<file path="config.mk">
export PLATFORM = sky130hd
export DESIGN_NAME = adder_pipelined
export DESIGN_NICKNAME = d
export VERILOG_FILES = /design/src/rtl/adder_pipelined.sv
export SDC_FILE = /design/constraint.sdc
export NUM_CORES = 2
export LEC_CHECK = 0
export CAP_MARGIN = 20
export CORE_MARGIN = 4
export CORE_UTILIZATION = 45
export DETAILED_ROUTE_END_ITERATION = 12
export GPL_TIMING_DRIVEN = 0
export PLACE_DENSITY_LB_ADDON = 0.05
export SYNTH_ARGS = -nofsm -noshare
export SYNTH_HDL_FRONTEND = slang
export SYNTH_SLANG_ARGS = --single-unit
</file>
<file path="constraint.sdc">
create_clock -name clk -period 24.8 [get_ports clk]
set_input_delay 2.48 -clock clk [delete_from_list [all_inputs] [get_ports clk]]
set_output_delay 2.48 -clock clk [all_outputs]
set_load 0.05 [all_outputs]
</file>
<file path="src/rtl/adder_pipelined.sv">
// Pipelined ripple-carry add/sub: STAGES carry segments, one per register level after the input register.
// Result valid STAGES edges after acceptance; a waiting result freezes every level (in_ready = !stall).
module adder_pipelined #(
   parameter int WIDTH  = 111,
   parameter int STAGES = 4
) (
   input  logic             clk,
   input  logic             rst_n,
   input  logic             in_valid,
   output logic             in_ready,
   input  logic [WIDTH-1:0] a,
   input  logic [WIDTH-1:0] b,
   input  logic             sub,
   output logic             out_valid,
   input  logic             out_ready,
   output logic [WIDTH:0]   sum,
   output logic             ovf
);

   localparam int SEG = (WIDTH + STAGES - 1) / STAGES;

   // Number of result bits already produced once level k has been loaded.
   function automatic int done_bits(input int k);
      return (k * SEG < WIDTH) ? k * SEG : WIDTH;
   endfunction

   if (WIDTH < 1 || STAGES < 1 || STAGES > WIDTH || (STAGES - 1) * SEG >= WIDTH) begin : g_bad_params
      $error("adder_pipelined: WIDTH=%0d STAGES=%0d leaves an empty carry segment", WIDTH, STAGES);
   end

   logic stall;

   assign stall    = out_valid && !out_ready;
   assign in_ready = !stall;

   for (genvar k = 0; k <= STAGES; k++) begin : g_lvl
      localparam int DK = done_bits(k);
      localparam int RK = WIDTH - DK;

      // d_q packs {b_remaining, a_remaining, result_so_far}; the last level holds only the result.
      logic [2*RK+DK-1:0] d_q;
      logic               c_q;
      logic               v_q;

      if (k == 0) begin : g_in
         always_ff @(posedge clk or negedge rst_n) begin
            if (!rst_n) begin
               d_q <= '0;
               c_q <= 1'b0;
               v_q <= 1'b0;
            end else if (!stall) begin
               v_q <= in_valid;
               if (in_valid) begin
                  d_q <= {b ^ {WIDTH{sub}}, a};
                  c_q <= sub;
               end
            end
         end
      end else begin : g_seg
         localparam int DP = done_bits(k - 1);
         localparam int RP = WIDTH - DP;
         localparam int SW = DK - DP;

         logic [2*RP+DP-1:0] p;
         logic [2*RK+DK-1:0] nxt;
         logic               c_nxt;

         assign p = g_lvl[k-1].d_q;

         always_comb begin
            nxt   = '0;
            c_nxt = g_lvl[k-1].c_q;
            for (int i = 0; i < DP; i++) begin
               nxt[i] = p[i];
            end
            for (int i = 0; i < SW; i++) begin
               nxt[DP+i] = p[DP+i] ^ p[DP+RP+i] ^ c_nxt;
               c_nxt     = (p[DP+i] & p[DP+RP+i]) | (c_nxt & (p[DP+i] ^ p[DP+RP+i]));
            end
            // Unprocessed operand bits slide down to sit right above the finished result.
            for (int i = SW; i < RP; i++) begin
               nxt[DK+i-SW]    = p[DP+i];
               nxt[DK+RK+i-SW] = p[DP+RP+i];
            end
         end

         always_ff @(posedge clk or negedge rst_n) begin
            if (!rst_n) begin
               d_q <= '0;
               c_q <= 1'b0;
               v_q <= 1'b0;
            end else if (!stall) begin
               d_q <= nxt;
               c_q <= c_nxt;
               v_q <= g_lvl[k-1].v_q;
            end
         end

         if (k == STAGES) begin : g_flag
            // Carry into the MSB recovered from its sum bit: cin = s ^ a ^ b.
            always_ff @(posedge clk or negedge rst_n) begin
               if (!rst_n) begin
                  ovf <= 1'b0;
               end else if (!stall) begin
                  ovf <= nxt[WIDTH-1] ^ p[DP+RP-1] ^ p[2*RP+DP-1] ^ c_nxt;
               end
            end
         end
      end
   end

   assign out_valid = g_lvl[STAGES].v_q;
   assign sum       = {g_lvl[STAGES].c_q, g_lvl[STAGES].d_q};

endmodule

</file>
**Word-level counts from Yosys, hierarchy flattened**

Index checks and enable logic that the tools add are counted.

- Reductions and logical operators: 4
- Bitwise gates (word level): 560

Operator list:

| operator | count |
|---|---|
| 1-bit XOR | 225 |
| 1-bit bitwise AND | 222 |
| 1-bit OR | 111 |
| 111-bit XOR | 1 |
| 1-bit logical NOT | 2 |
| 2-bit AND reduction | 1 |
| 1-bit logical AND | 1 |
| 1-bit NOT | 1 |

- Input bits: 227
- Output and inout bits: 115
- Bits in registers: 842
- Logic and storage cells: 580

**Depth between registers and ports, before layout**

- Depth after elaboration: 57
- Gate-level depth with buffers: 33
- Depth with buffers taken out: 33

**Worst setup path before layout**

OpenSTA, ideal clock, no wires.

- Path kind: register to register
- From: register g_lvl[0].d_q[0]
- To: register g_lvl[1].d_q[27]
- Setup time: 0.084 ns
- Period minus slack after synthesis: 11.148 ns
- Data arrival time: 11.065 ns
- Stages on the path, launching flop included: 33
- Path slack: 13.652 ns
- Required time: 24.716 ns
- Buffers on the path: 0
- Cell sequence: dfrtp_1 -> fa_1 -> fa_1 -> fa_1 -> fa_1 -> fa_1 -> fa_1 -> fa_1 -> fa_1 -> fa_1 -> fa_1 -> fa_1 -> fa_1 -> fa_1 -> fa_1 -> inv_1 -> fa_1 -> inv_1 -> fa_1 -> fa_1 -> fa_1 -> fa_1 -> fa_1 -> fa_1 -> fa_1 -> fa_1 -> fa_1 -> fa_1 -> fa_1 -> fa_1 -> inv_1 -> fa_1 -> a21oi_1

- Longest elaborated chain between the ends: 56
- Elaborated cells between the ends (all ways): 57
- Classes of those cells: bitwise: 57

Ends and longest elaborated chain:

| item | line | text |
|---|---|---|
| start, declared | 41 | `logic [2*RK+DK-1:0] d_q;` |
| start signal, assigned | 54 | `d_q <= {b ^ {WIDTH{sub}}, a};` |
| 1-bit XOR | 78 | `c_nxt = (p[DP+i] & p[DP+RP+i]) \| (c_nxt & (p[DP+i] ^ p[DP+RP+i]));` |
| 1-bit bitwise AND | 78 |  |
| 1-bit OR (*) | 78 |  |
| 1-bit bitwise AND (*) | 78 |  |
| 1-bit OR (*) | 78 |  |
| 1-bit bitwise AND (*) | 78 |  |
| 1-bit OR (*) | 78 |  |
| 1-bit bitwise AND (*) | 78 |  |
| (+40 left out) | - |  |
| 1-bit OR (*) | 78 |  |
| 1-bit bitwise AND (*) | 78 |  |
| 1-bit OR (*) | 78 |  |
| 1-bit bitwise AND (*) | 78 |  |
| 1-bit OR (*) | 78 |  |
| 1-bit bitwise AND (*) | 78 |  |
| 1-bit OR (*) | 78 |  |
| 1-bit XOR (*) | 77 | `nxt[DP+i] = p[DP+i] ^ p[DP+RP+i] ^ c_nxt;` |
| end signal, assigned | 93 | `d_q <= nxt;` |
| end, declared | 41 |  |

Mark *: on every way between the ends. The rest lies on a longest branch, timed or not.
A chain may end at the register's enable or synchronous reset.

**Final worst setup path**

Same ends and word-level chain as after synthesis.

==> results.txt <==
* # nets final: 4249
- Biggest cell delay along the critical path: 0.46 ns
- Power share of the combinational group: 35.8%
- Beginning of the worst register-to-register path: g_lvl[0].d_q[0]$_DFFE_PN0P_
- Of the synthesized area, sequential elements account for 61.0%.
- The die is 285 um wide.
- The pre-antenna-repair detailed-routing pass consisted of 5 iterations.
* Total CTS buffers: 91
* Critical R2R Capture: g_lvl[1].d_q[27]$_DFFE_PN0N_
- Across all hold checks on the routed design, the worst slack comes to 0.457 ns.
- Among all stages on the critical path, the largest delay is contributed by fa_1.
- The number of max-slew violations in the final report is 0.
- Top-level I/O count: 342
- The clock network is responsible for 24.4% of the overall power.
* CP Data Arrival Time: 12.58 ns
- In the synthesized netlist, the number of instances is 3465.
- After detailed routing, the average wire length per cell comes to 17.8 um.
- Net switching is 38.0% of the power.
- Worst setup slack for register-to-register paths: 12.77 ns
* Worst Hold Class: reg2reg
- VDD sags by at most 63.3 uV.
* Switching pwr: 2.28 mW
- Full die area: 81200 um2
* Number of buffer cells added on primary ports: 339
* Net Count, Synth: 3803
* Global Route Usage Sum: 22.2%
- The hold violation count in the final report came to 0.
- Clock-pin slew was measured on the worst setup and hold paths at 0.06 ns.
* Peak Freq: 0.0831 GHz
* Run status: finished, final reports clean
- Normalized max-slew margin: 20.1%
* Launch point of the worst path: g_lvl[0].d_q[0]$_DFFE_PN0P_
- Sequential cells burn 39.7% of the power.
- Clk buf depth: 3
* Startpoint of the worst hold path: g_lvl[0].d_q[106]$_DFFE_PN0P_
- Crit Path Max Fanout: 2
- Number of routed nets with antenna violations: 0
- Cell area after synthesis: 34500 um2
* Detailed-route wire length: 89.4 mm
- Post-cts sizing count: 0
- Sum of overflow across all layers after global routing: 0
* Hold buffer count at CTS: 0
- The congestion estimate from routability-driven global placement came to 0.796.
- Warnings from Yosys: 0
* Synthesized flop and latch total: 842
- Crit path to: g_lvl[1].d_q[27]$_DFFE_PN0N_
* Cell at the root of the clock tree: clkbuf_16
* Leakage Power: 20.6 nW
- After layout, the worst path uses 48.5% of the clock period.
* Number of levels in the clock H-tree: 3
- Crit Path Category: reg2reg
* Number of cells traversed by the worst register-to-register path: 32
- Dividing the detail-routed via count by the number of cells gives 4.74.
* Max Cap Viol: 0
- For the worst setup path, the data required time is 25.35 ns.
- Internal power comes to 3.71 mW.
- CTS saw 842 sinks.
* Wire length of the first global-routing pass: 140 mm
- The die is 285 um tall.
- Worst setup EP type: flip-flop
- Power Density: 140 nW/um2
* Largest net degree at the start of global routing: 118
- Remaining design rule violation count: 0
- For this configuration, the core starts out at a cell density of 45.5%.
* Setup crit start kind: flip-flop
* Via count of the first global-routing pass: 24470
- Skew-Pair Late Insertion Delay: 0.63 ns
- By instance count, the cell type seen most on the critical path is fa_1.
- For this block, the initial DRC count from the detailed router was 1290.
* Setup TNS: 0 ns
- Antenna violations before repair: 13
* Setup repair after global routing missed its margin: no
- The clock arrives with 0.0159 ns of skew.
- At the pin with the least slew margin, the transition time is 1.20 ns.
- Total of endpoints with negative setup slack in the final report: 0
* Count of different cell masters after synthesis: 21
- Measured on the finished design, the core utilization comes to 56.4%.
* Area growth from synthesis to layout: 24.0%
- Subtracting the final worst setup slack from the clock period gives 12.03 ns.
* TritonCTS clock tree: done
- Fraction of final layout cells sized beyond drive strength 1: 6.45%
* Number of placement rows: 101
- Via Count: 23813
- Averaged over all synthesized cells, the footprint is 9.97 um2.
* Setup fix buffers added after clock tree synthesis: 0
- The region available for standard cell placement spans 75900 um2.
* Post-detailed-placement half-perimeter wirelength: 64.2 mm
[placed cells by master, fill, tap and decap left out, drive strengths merged]
cell	n
nand2	1792
dfrtp	842
clkdlybuf4s50	338
clkbuf	288
a21oi	230
xnor2	112
fa	111
mux2	110
buf	58
inv	30
o21ai	17
clkinv	17
bufinv	14
nor2	12
diode	7
nand3	4
xor2	2
clkinvlp	2
nor2b	1
and2	1
nand2b	1
[power groups by stage]
stage | Clock [mW] | Combinational (mW) | Sequential (mW)
3_5_place_dp | 0 | 2.18 | 2.40
2_1_floorplan | 0 | 1.14 | 2.62
4_1_cts | 1.50 | 2.19 | 2.38
6_report | 1.46 | 2.14 | 2.38
3_3_place_gp | 0 | 2.12 | 2.41
5_1_grt | 1.55 | 2.44 | 2.46
[stage by stage]
stage / cells / cell area (um2) / power [mW] / setup slack [ns]
2_1_floorplan: 3465 / 34500 / 3.77 / 13.65
3_3_place_gp: 4834 / 39200 / 4.54 / -18.26
3_5_place_dp: 4848 / 39600 / 4.58 / 12.73
4_1_cts: 5012 / 42800 / 6.07 / 12.70
5_1_grt: 5012 / 42800 / 6.45 / 12.31
6_report: 5019 / 42800 / 5.98 / 12.77
[sequential cells by signal (all words and copies together), names as in the netlist]
name       flops
g_lvl.v_q      4
g_lvl.c_q      5
out_valid      1
g_lvl.d_q    831
ovf            1
[logic make-up after synthesis]
| group | Yosys count | synth area share (%) |
|---|---|---|
| AND/OR/NAND/NOR | 1811 | 19.7 |
| flip-flops | 842 | 61.0 |
| AO/OA/AOI/OAI | 247 | 3.58 |
| buffers and inverters | 230 | 2.75 |
| XOR/XNOR | 114 | 2.89 |
| adder cells (fa/ha/maj) | 111 | 6.44 |
| multiplexers | 110 | 3.59 |
[worst min-delay path by stage]
stage               depth (start not counted)                             to
finish                                      2  g_lvl[1].d_q[106]$_DFFE_PN0N_
global placement                            2       g_lvl[3].v_q$_DFFE_PN0N_
global route                                2  g_lvl[2].d_q[114]$_DFFE_PN0N_
CTS                                         2  g_lvl[1].d_q[106]$_DFFE_PN0N_
detailed placement                          2   g_lvl[4].d_q[35]$_DFFE_PN0N_
floorplan                                   2       g_lvl[3].v_q$_DFFE_PN0N_
[layout make-up]
type	count	area (um2)
clock buffer	130	2710
fill	6979	33100
inverter	29	109
sequential	842	21100
buffer	201	845
antenna	7	17.5
clock inverter	34	529
multi-input combinational	2393	12500
tap	1030	1290
timing repair buffer	353	3730
[cells in the mapped netlist, drive strengths merged]
| master | n | share of area, % |
|---|---|---|
| nand2 | 1792 | 19 |
| nor2 | 12 | 0.13 |
| a21oi | 230 | 3.3 |
| nand3 | 4 | 0.058 |
| nand2b | 1 | 0.018 |
| mux2 | 110 | 3.6 |
| inv | 29 | 0.32 |
| o21ai | 17 | 0.25 |
| xnor2 | 112 | 2.8 |
| xor2 | 2 | 0.051 |
| clkbuf | 158 | 1.7 |
| fa | 111 | 6.4 |
| buf | 43 | 0.72 |
| nor2b | 1 | 0.025 |
| and2 | 1 | 0.018 |
| dfrtp | 842 | 61 |
[layer usage]
layer / part of all wire (%) / GRT usage (%) / wire length, um / up-vias
li1: - / - / - / 11655
met1: 45 / 30.5 / 40400 / 11614
met2: 48 / 36.5 / 42700 / 410
met3: 4.8 / 4.80 / 4260 / 126
met4: 2.1 / 5.02 / 1890 / 8
met5: 0.047 / 0 / 42 / -
[critical path: cells and delay by family, from the launching register on]
family	cells	cell delay (ns)
buffers and inverters	3	0.30
flip-flops	1	0.40
AO/OA/AOI/OAI	1	0.13
adder cells (fa/ha/maj)	28	11.11
(Power assumes the default switching activity.)
